File: config.mk
export PLATFORM = sky130hd
export DESIGN_NAME = clkgate_ctrl
export DESIGN_NICKNAME = d
export VERILOG_FILES = /design/src/rtl/clkgate_ctrl.sv
export SDC_FILE = /design/constraint.sdc
export NUM_CORES = 1
export LEC_CHECK = 0
export CAP_MARGIN = 20
export CELL_PAD_IN_SITES_DETAIL_PLACEMENT = 1
export CELL_PAD_IN_SITES_GLOBAL_PLACEMENT = 2
export CORE_UTILIZATION = 34
export DETAILED_ROUTE_END_ITERATION = 12
export MAX_ROUTING_LAYER = met4
export PLACE_DENSITY_LB_ADDON = 0.1
export SLEW_MARGIN = 20
export SYNTH_ARGS = -nofsm -noshare
export SYNTH_HDL_FRONTEND = slang
export SYNTH_SLANG_ARGS = --single-unit
File: constraint.sdc
create_clock -name clk -period 2.4 [get_ports clk]
set_input_delay 0.48 -clock clk [delete_from_list [all_inputs] [get_ports clk]]
set_output_delay 0.48 -clock clk [all_outputs]
set_load 0.005 [all_outputs]
File: src/rtl/clkgate_ctrl.sv
// Per-channel idle-driven clock gating controller with hysteresis and timed wake-up.
// Each channel owns a RUN/COUNT/OFF/WAKE FSM driving a latch-based glitch-free clock gate.
module clkgate_ctrl #(
    parameter int NUM_CH   = 4,
    parameter int CNT_W    = 8,
    parameter int WAKE_CYC = 2
) (
    input  logic              clk,
    input  logic              reset,
    input  logic              te,
    input  logic [CNT_W-1:0]  cfg_idle_thresh,
    input  logic [NUM_CH-1:0] cfg_force_on,
    input  logic [NUM_CH-1:0] ch_busy,
    input  logic [NUM_CH-1:0] ch_wake_req,
    output logic [NUM_CH-1:0] ch_wake_ack,
    output logic [NUM_CH-1:0] ch_gated,
    output logic              all_gated,
    output logic [NUM_CH-1:0] clk_out
);

    // The counter must also hold WAKE_CYC (up to 255), so it is never narrower than 8 bits.
    localparam int CW = (CNT_W > 8) ? CNT_W : 8;

    localparam logic [1:0] ST_RUN   = 2'd0;
    localparam logic [1:0] ST_COUNT = 2'd1;
    localparam logic [1:0] ST_OFF   = 2'd2;
    localparam logic [1:0] ST_WAKE  = 2'd3;

    localparam logic [CW-1:0] CNT_ONE  = CW'(1);
    localparam logic [CW-1:0] WAKE_LD  = CW'(WAKE_CYC);

    logic [NUM_CH-1:0] wake;
    logic [NUM_CH-1:0] en_q;
    logic [NUM_CH-1:0] en_lat;

    assign wake = ch_busy | ch_wake_req | cfg_force_on;

    generate
        for (genvar gi = 0; gi < NUM_CH; gi++) begin : g_ch
            logic [1:0]    state_reg;
            logic [1:0]    state_next;
            logic [CW-1:0] cnt_reg;
            logic [CW-1:0] cnt_next;
            logic          en_reg;
            logic          ack_reg;
            logic          gated_reg;

            always_comb begin
                state_next = state_reg;
                cnt_next   = cnt_reg;
                case (state_reg)
                    ST_RUN: begin
                        if (!wake[gi]) begin
                            if (cfg_idle_thresh == '0) begin
                                state_next = ST_OFF;
                                cnt_next   = '0;
                            end else begin
                                state_next = ST_COUNT;
                                cnt_next   = CW'(cfg_idle_thresh);
                            end
                        end
                    end
                    ST_COUNT: begin
                        if (wake[gi]) begin
                            state_next = ST_RUN;
                            cnt_next   = '0;
                        end else if (cnt_reg == CNT_ONE) begin
                            state_next = ST_OFF;
                            cnt_next   = '0;
                        end else begin
                            cnt_next   = cnt_reg - CNT_ONE;
                        end
                    end
                    ST_OFF: begin
                        if (wake[gi]) begin
                            state_next = ST_WAKE;
                            cnt_next   = WAKE_LD;
                        end
                    end
                    default: begin
                        // Wake sequence runs to completion even if the request drops.
                        if (cnt_reg <= CNT_ONE) begin
                            state_next = ST_RUN;
                            cnt_next   = '0;
                        end else begin
                            cnt_next   = cnt_reg - CNT_ONE;
                        end
                    end
                endcase
            end

            // Enable and status flags are registered from the next state so they line up with it.
            always_ff @(posedge clk) begin
                if (reset) begin
                    state_reg <= ST_RUN;
                    cnt_reg   <= '0;
                    en_reg    <= 1'b1;
                    ack_reg   <= 1'b1;
                    gated_reg <= 1'b0;
                end else begin
                    state_reg <= state_next;
                    cnt_reg   <= cnt_next;
                    en_reg    <= (state_next != ST_OFF);
                    ack_reg   <= (state_next == ST_RUN) || (state_next == ST_COUNT);
                    gated_reg <= (state_next == ST_OFF);
                end
            end

            // Latch is transparent only while clk is low, so the AND cannot chop a high phase.
            always_latch begin
                if (!clk) begin
                    en_lat[gi] = en_reg | te;
                end
            end

            assign en_q[gi]        = en_reg;
            assign ch_wake_ack[gi] = ack_reg;
            assign ch_gated[gi]    = gated_reg;
            assign clk_out[gi]     = clk & en_lat[gi];
        end
    endgenerate

    assign all_gated = &ch_gated;

endmodule
* Yosys cells after proc, flatten, opt, wreduce, memory -nomap -nowiden
Index checks and enable logic that the tools add are counted.
** Storage, ports and cells
- Input bits :: 23
- Register bits after elaboration :: 52
- Word-level logic and storage cells :: 146
- Output and inout bits :: 13
- Latch bits :: 4
** Operators by class
- Mux-type cells :: 54
- $add $sub $neg :: 4
- Magnitude comparators :: 4
- Eq/ne operators :: 32
- Bitwise gates (word level) :: 10
- Reductions and logical operators :: 18
** Operators by type and width (count)
- 8-bit two-way mux :: 21
- 8-bit one-hot mux with 3 select lines :: 4
- 2-bit two-way mux :: 21
- 8-bit by 1-bit == test with 1-bit output (second input constant) :: 4
- 8-bit by 1-bit <= comparator with 1-bit output (second input constant) :: 4
- 8-bit by 1-bit subtractor with 8-bit output (second input constant) :: 4
- 2-bit inequality test (second input constant) :: 12
- 2-bit one-hot mux with 3 select lines :: 4
- 2-bit by 1-bit == test with 1-bit output (second input constant) :: 8
- 2-bit == test (second input constant) :: 8
- 2-bit logical NOT :: 8
- 8-bit logical NOT :: 1
- 4-bit bitwise OR :: 2
- 2-bit AND reduction :: 4
- 1-bit bitwise AND :: 4
- 1-bit logical OR :: 4
- 1-bit two-way mux :: 4
- 1-bit bitwise OR :: 4
- 4-bit AND reduction :: 1

* Logic depth before layout (Yosys ltp)
Gate-level depths: netlist of the first run.
- Word-level depth :: 6
- Mapped depth :: 8
- Depth with buffers taken out :: 7

==> results of run 1 <==
[power by group through the flow]
stage | clock network (mW) | logic, mW | registers, mW
detailed placement | 0.185 | 0.499 | 1.02
global route | 1.08 | 0.557 | 1.01
global placement | 0.185 | 0.488 | 1.02
finish | 0.993 | 0.502 | 0.998
CTS | 0.962 | 0.501 | 0.998
floorplan | 0.0606 | 0.313 | 1.00
[cell type report]
| cell class | count | area [um^2] | area share (%) |
|---|---|---|---|
| sequential | 56 | 1100 | 27.8 |
| inverter | 29 | 109 | 2.74 |
| timing repair buffer | 66 | 573 | 14.4 |
| tap | 108 | 135 | 3.41 |
| multi-input combinational | 281 | 1860 | 46.8 |
| clock buffer | 16 | 184 | 4.64 |
| clock inverter | 1 | 7.51 | 0.189 |
[how the worst max path moves through the flow]
stage,from,endpoint,slack (ps)
final,en_lat[3],clk_out[3],-320
after global routing,en_lat[3],clk_out[3],-360
after CTS,en_lat[0],clk_out[0],-340
after detailed placement,en_lat[2],clk_out[2],-240
after global placement,en_lat[1],clk_out[1],-230
after floorplan,en_lat[0],clk_out[0],230
[through the flow]
| step | setup TNS [ps] | cells | util, % |
|---|---|---|---|
| final | -1260 | 557 | 44.6 |
| after global routing | -1420 | 557 | 44.6 |
| after CTS | -1310 | 557 | 44.3 |
| after detailed placement | -937 | 544 | 42.7 |
| after global placement | -925 | 544 | 42.7 |
| after floorplan | 0 | 387 | - |
[metal layers]
layer	vias to the layer above	GRT usage, %
met5	-	-
met3	8	4.47
li1	1568	-
met1	1543	26.9
met4	0	5.28
met2	40	36.0
[kinds of logic (layout without fill, tap and decap cells)]
| family | Yosys count | after routing | synth area share (%) |
|---|---|---|---|
| AND/OR/NAND/NOR | 146 | 146 | 24.9 |
| buffers and inverters | 50 | 112 | 7.18 |
| AO/OA/AOI/OAI | 122 | 122 | 28.4 |
| adder cells (fa/ha/maj) | 8 | 8 | 3.16 |
| flip-flops | 52 | 52 | 32.8 |
| multiplexers | 5 | 5 | 1.66 |
| latches | 4 | 4 | 1.90 |
[cells in the final DEF, fill, tap and decap left out, types with 9 or more instances in the layout]
master	synthesis	routed
o21ai_0	15	15
nor2_1	36	36
buf_4	8	35
inv_1	28	28
nor3_1	18	18
o32ai_1	15	15
clkdlybuf4s50_1	0	31
clkbuf_8	0	10
nand3_1	11	11
a32oi_1	9	9
dfxtp_1	52	52
a21oi_1	25	25
nand2_1	23	23
[timing repair]
item	4_1_cts	5_1_grt
pin swaps	3	0
gates resized for setup	18	8
endpoints found under the hold margin	0	0
setup endpoints to repair	8	9
[critical path, cell delays in order, from the launching register on]
cell,delay [ps]
dlxtn_2,410
and2_4,130
buf_6,80
==> impl_metrics.csv, run 1 <==
group,metric,value,unit
floorplan,rows,34,
sta,worst_slack,-320,ps
status,status,"finished, violations left",
hold_path,worstHoldStart,"g_ch[3].cnt_reg[6]",
pwr,vdd_ir_drop_max,0.296,mV
routing,met3WireLength,249,um
global_routing,grt_pass1_wl,16000,um
status,violations,"negative setup slack",
yosys,yosysMostFrequentCell,"dfxtp_1",
routing,via_per_inst,5.67,
routing,drtAntennaViolNets,0,
yosys,synth_warnings,0,
placement,io_buffer_count,35,
finish,nets,478,
global_routing,antenna_found_initial,0,
yosys,synth_top_area_share,32.8,%
job,drv_cap,0,
pwr,p_leak,1.55,nW
hold_path,hold_class,"register to register",
finish,postLayoutCellArea,3970,um^2
hold_path,min_path_cells,2,
floorplan,initial_core_util,35.6,%
clock_network,cts_setup_buffers,0,
pwr,power.density,629,nW/um^2
routing,vias,3159,
routing,drc,0,
sta,hold_viol_final,0,
pwr,switching_share,30.5,%
yosys,syn-mean-instance-area,8.19,um^2
floorplan,die_x,98.5,um
yosys,async_flop_share,0,%
finish,largest_reg_flops,32,
pwr,p_switching,0.761,mW
routing,met2_wirelength,4910,um
yosys,synth_seq_cells,56,
yosys,ys_top_cells_by_area,"dfxtp_1, nor2_1, o32ai_1, a21oi_1, inv_1",
routing,top_layer_used,"met4",
floorplan,fp.coreArea,8890,um^2
finish,fillers,1110,
placement,place_ws,-236,ps
routing,totalWireLength,9890,um
routing,initialDrtViolationCount,75,
sta,maxSlewViolCount,0,
finish,drive_gt1_share,17.4,%
global_routing,grt_overflow_total,0,
floorplan,ios,36,
clock_network,tritoncts,"yes",
sta,tightest_slew,771,ps
yosys,synth_area,3170,um^2
setup_path,cp.arrival,2240,ps
clock_network,insertion_delay,420,ps
setup_path,r2r_cells,8,
global_routing,grt_pass1_vias,3249,
yosys,synthTopCellsByCount,"dfxtp_1, nor2_1, inv_1",
routing,dr.pass1.iters,6,
finish,area_growth,25.2,%
floorplan,die_h,98.5,um
yosys,synth_edf_count,0,
yosys,syn_nets,418,
placement,gp_congestion,0.802,
setup_path,r2r-start,"g_ch[0].cnt_reg[1]",
setup_path,crit_required,1920,ps
pwr,pwr-share-clk,39.8,%
placement,post-dp-hpwl,7340,um
setup_path,critPathMaxFanout,1,
clock_network,hold_buffers,0,
setup_path,crit_type,"latch to primary output",
setup_path,r2r-end,"g_ch[0].cnt_reg[5]",
sta,holdWs,497,ps
sta,setup_viol,8,
floorplan,dieArea,9710,um^2
setup_path,critPathLaunchType,"latch",
finish,diodes,0,
routing,wl_met1,4650,um
placement,placed_area,3800,um^2
setup_path,worstSetupEndpointType,"primary output",
yosys,ys.flop_type,"dfxtp_1",
pwr,power,2.49,mW
sta,clock_skew,9.49,ps
pwr,power_frac_seq,40.0,%
routing,wl_per_cell,17.7,um
pwr,p_int,1.73,mW
yosys,synth.distinct_cells,61,
global_routing,grt_max_degree,20,
clock_network,clk_pin_slew,100,ps
pwr,comb_power_share,20.1,%
sta,relSlewSlack,48.1,%
yosys,synth_cells,387,
sta,rsz0062_at_grt,"yes",
yosys,yosysTopAreaCell,"dfxtp_1",
global_routing,grt_usage,21.7,%
setup_path,reg2reg_slack,210,ps
hold_path,hold_end,"g_ch[3].cnt_reg[6]",
No activity file was read; power rests on OpenSTA's default activity.
==> run 2: changes to the inputs <==
- ABC_AREA: default -> 0
- CORE_UTILIZATION: 34 -> 38
- DONT_BUFFER_PORTS: default -> 1
- SLEW_MARGIN: 20 -> default
==> impl_metrics.csv, run 2 (synthesis gave the netlist of run 1 again) <==
group,metric,value,unit
sta,worst_slack,-241,ps
sta,setup_viol,8,
global_routing,grt_usage,23.8,%
finish,diodes,0,
setup_path,worstPathBufferInverterCount,0,
status,status,"finished, violations left",
finish,mostFrequentLayoutCells,"dfxtp_1, nor2_1, inv_1, a21oi_1, nand2_1",
placement,io_buffer_count,0,
setup_path,crit_start,"en_lat[0]",
routing,wl_per_cell,19.0,um
setup_path,cpPeakStageDelay,400,ps
setup_path,cp_slowest_cell,"dlxtn_1",
sta,hold_viol_final,0,
clock_network,clk_pin_slew,100,ps
placement,placed_area,3280,um^2
global_routing,grt_overflow_total,0,
routing,via_per_inst,6.01,
floorplan,die_h,93.3,um
global_routing,grt_pass1_vias,3034,
floorplan,rows,32,
routing,initialDrtViolationCount,105,
clock_network,tritoncts,"yes",
finish,drive_gt1_share,12.5,%
pwr,pwr-share-clk,37.7,%
setup_path,critPathMaxFanout,1,
pwr,comb_power_share,17.8,%
pwr,power.density,654,nW/um^2
finish,postLayoutCellArea,3430,um^2
routing,drc,0,
setup_path,cp_cell_sequence,"and2_4",
floorplan,fp.coreArea,7890,um^2
hold_path,hold_class,"input port to register",
pwr,p_int,1.55,mW
setup_path,worstSetupEndpointType,"primary output",
placement,post-dp-hpwl,6730,um
finish,area_growth,8.25,%
finish,regArea,1100,um^2
floorplan,dieArea,8710,um^2
sta,relSlewSlack,55.0,%
hold_path,worstHoldStart,"reset",
finish,multiInputGateArea,1850,um^2
setup_path,crit_required,1920,ps
sta,clock_skew,4.32,ps
setup_path,critPathLaunchType,"latch",
setup_path,r2r-start,"g_ch[0].cnt_reg[0]",
finish,utilization,43.5,%
floorplan,initial_core_util,40.2,%
status,violations,"negative setup slack",
floorplan,die_x,93.3,um
finish,fillers,961,
global_routing,antenna_found_initial,0,
routing,totalWireLength,9370,um
finish,largest_reg_flops,32,
placement,placed_cells,481,
pwr,vdd_ir_drop_max,0.262,mV
setup_path,crit_type,"latch to primary output",
finish,layout.cells.non_filler,494,
global_routing,grt_max_degree,36,
sta,maxSlewViolCount,0,
finish,nets,421,
job,drv_cap,0,
pwr,p_leak,1.30,nW
setup_path,crit_family,"latches",
setup_path,cp.arrival,2160,ps
global_routing,grt_pass1_wl,15400,um
sta,tightest_slew,669,ps
routing,vias,2969,
pwr,switching_share,31.0,%
finish,final_common_cell,"dfxtp_1",
routing,drtAntennaViolNets,0,
pwr,p_switching,0.694,mW
clock_network,insertion_delay,420,ps
pwr,power_frac_seq,44.5,%
sta,rsz0062_at_grt,"yes",
floorplan,ios,36,
placement,gp_congestion,0.944,
routing,dr.pass1.iters,4,
[run 2: changes by cell type in the layout (fill, tap and decap cells not counted), moves of 2 or more]
cell and delta:
buf_4 -22, clkdlybuf4s50_1 -31, dlxtn_1 +2, buf_6 -3, dlxtn_2 -2
[run 2: cell type report]
| type | instances | area share, % |
|---|---|---|
| inverters | 29 | 3.17 |
| clock buffers | 11 | 3.83 |
| well taps | 102 | 3.72 |
| repair buffers | 13 | 2.84 |
| multi-input cells | 281 | 53.9 |
| flip-flops and latches | 56 | 32.1 |
| clock inverters | 2 | 0.474 |
[run 2: routing by layer]
layer | share of wire [%] | wire length, um | track usage [%]
met1 | 48 | 4480 | 29.2
met2 | 48 | 4510 | 39.2
met3 | 3.1 | 292 | 5.61
met4 | 0.91 | 85 | 6.54
met5 | 0 | 0 | -
[run 2: final timing paths]
| check | slack (ps) | cells after the start | endpoint |
|---|---|---|---|
| worst min register to register | 490 | 2 | g_ch[3].cnt_reg[6] |
| worst min-delay path | 120 | 1 | g_ch[3].cnt_reg[7] |
| worst max-delay path | -240 | 1 | clk_out[0] |
| worst max register to register | 200 | 6 | g_ch[0].cnt_reg[6] |
[run 2: through the flow]
| stage | setup WS (ps) | total power [mW] | hold WS (ps) | TNS (ps) |
|---|---|---|---|---|
| after floorplan | 233 | 1.38 | 452 | 0 |
| after global placement | 228 | 1.47 | 467 | 0 |
| after detailed placement | 209 | 1.48 | 475 | 0 |
| after CTS | -267 | 2.29 | 100 | -1020 |
| after global routing | -276 | 2.40 | 102 | -1080 |
| final | -241 | 2.24 | 120 | -935 |
[run 2: what timing repair did]
action / CTS / global route
hold buffers: 0 / 0
setup buffers: 0 / 0
endpoints found under the setup margin: 8 / 8
pin swaps: 3 / 0
resized for setup: 3 / 0
[run 2: power by group through the flow]
stage / logic, mW / registers, mW / clock network (mW)
6_report: 0.399 / 0.999 / 0.846
5_1_grt: 0.454 / 1.01 / 0.940
4_1_cts: 0.401 / 0.999 / 0.887
3_5_place_dp: 0.398 / 1.02 / 0.0606
3_3_place_gp: 0.394 / 1.02 / 0.0606
2_1_floorplan: 0.313 / 1.00 / 0.0606
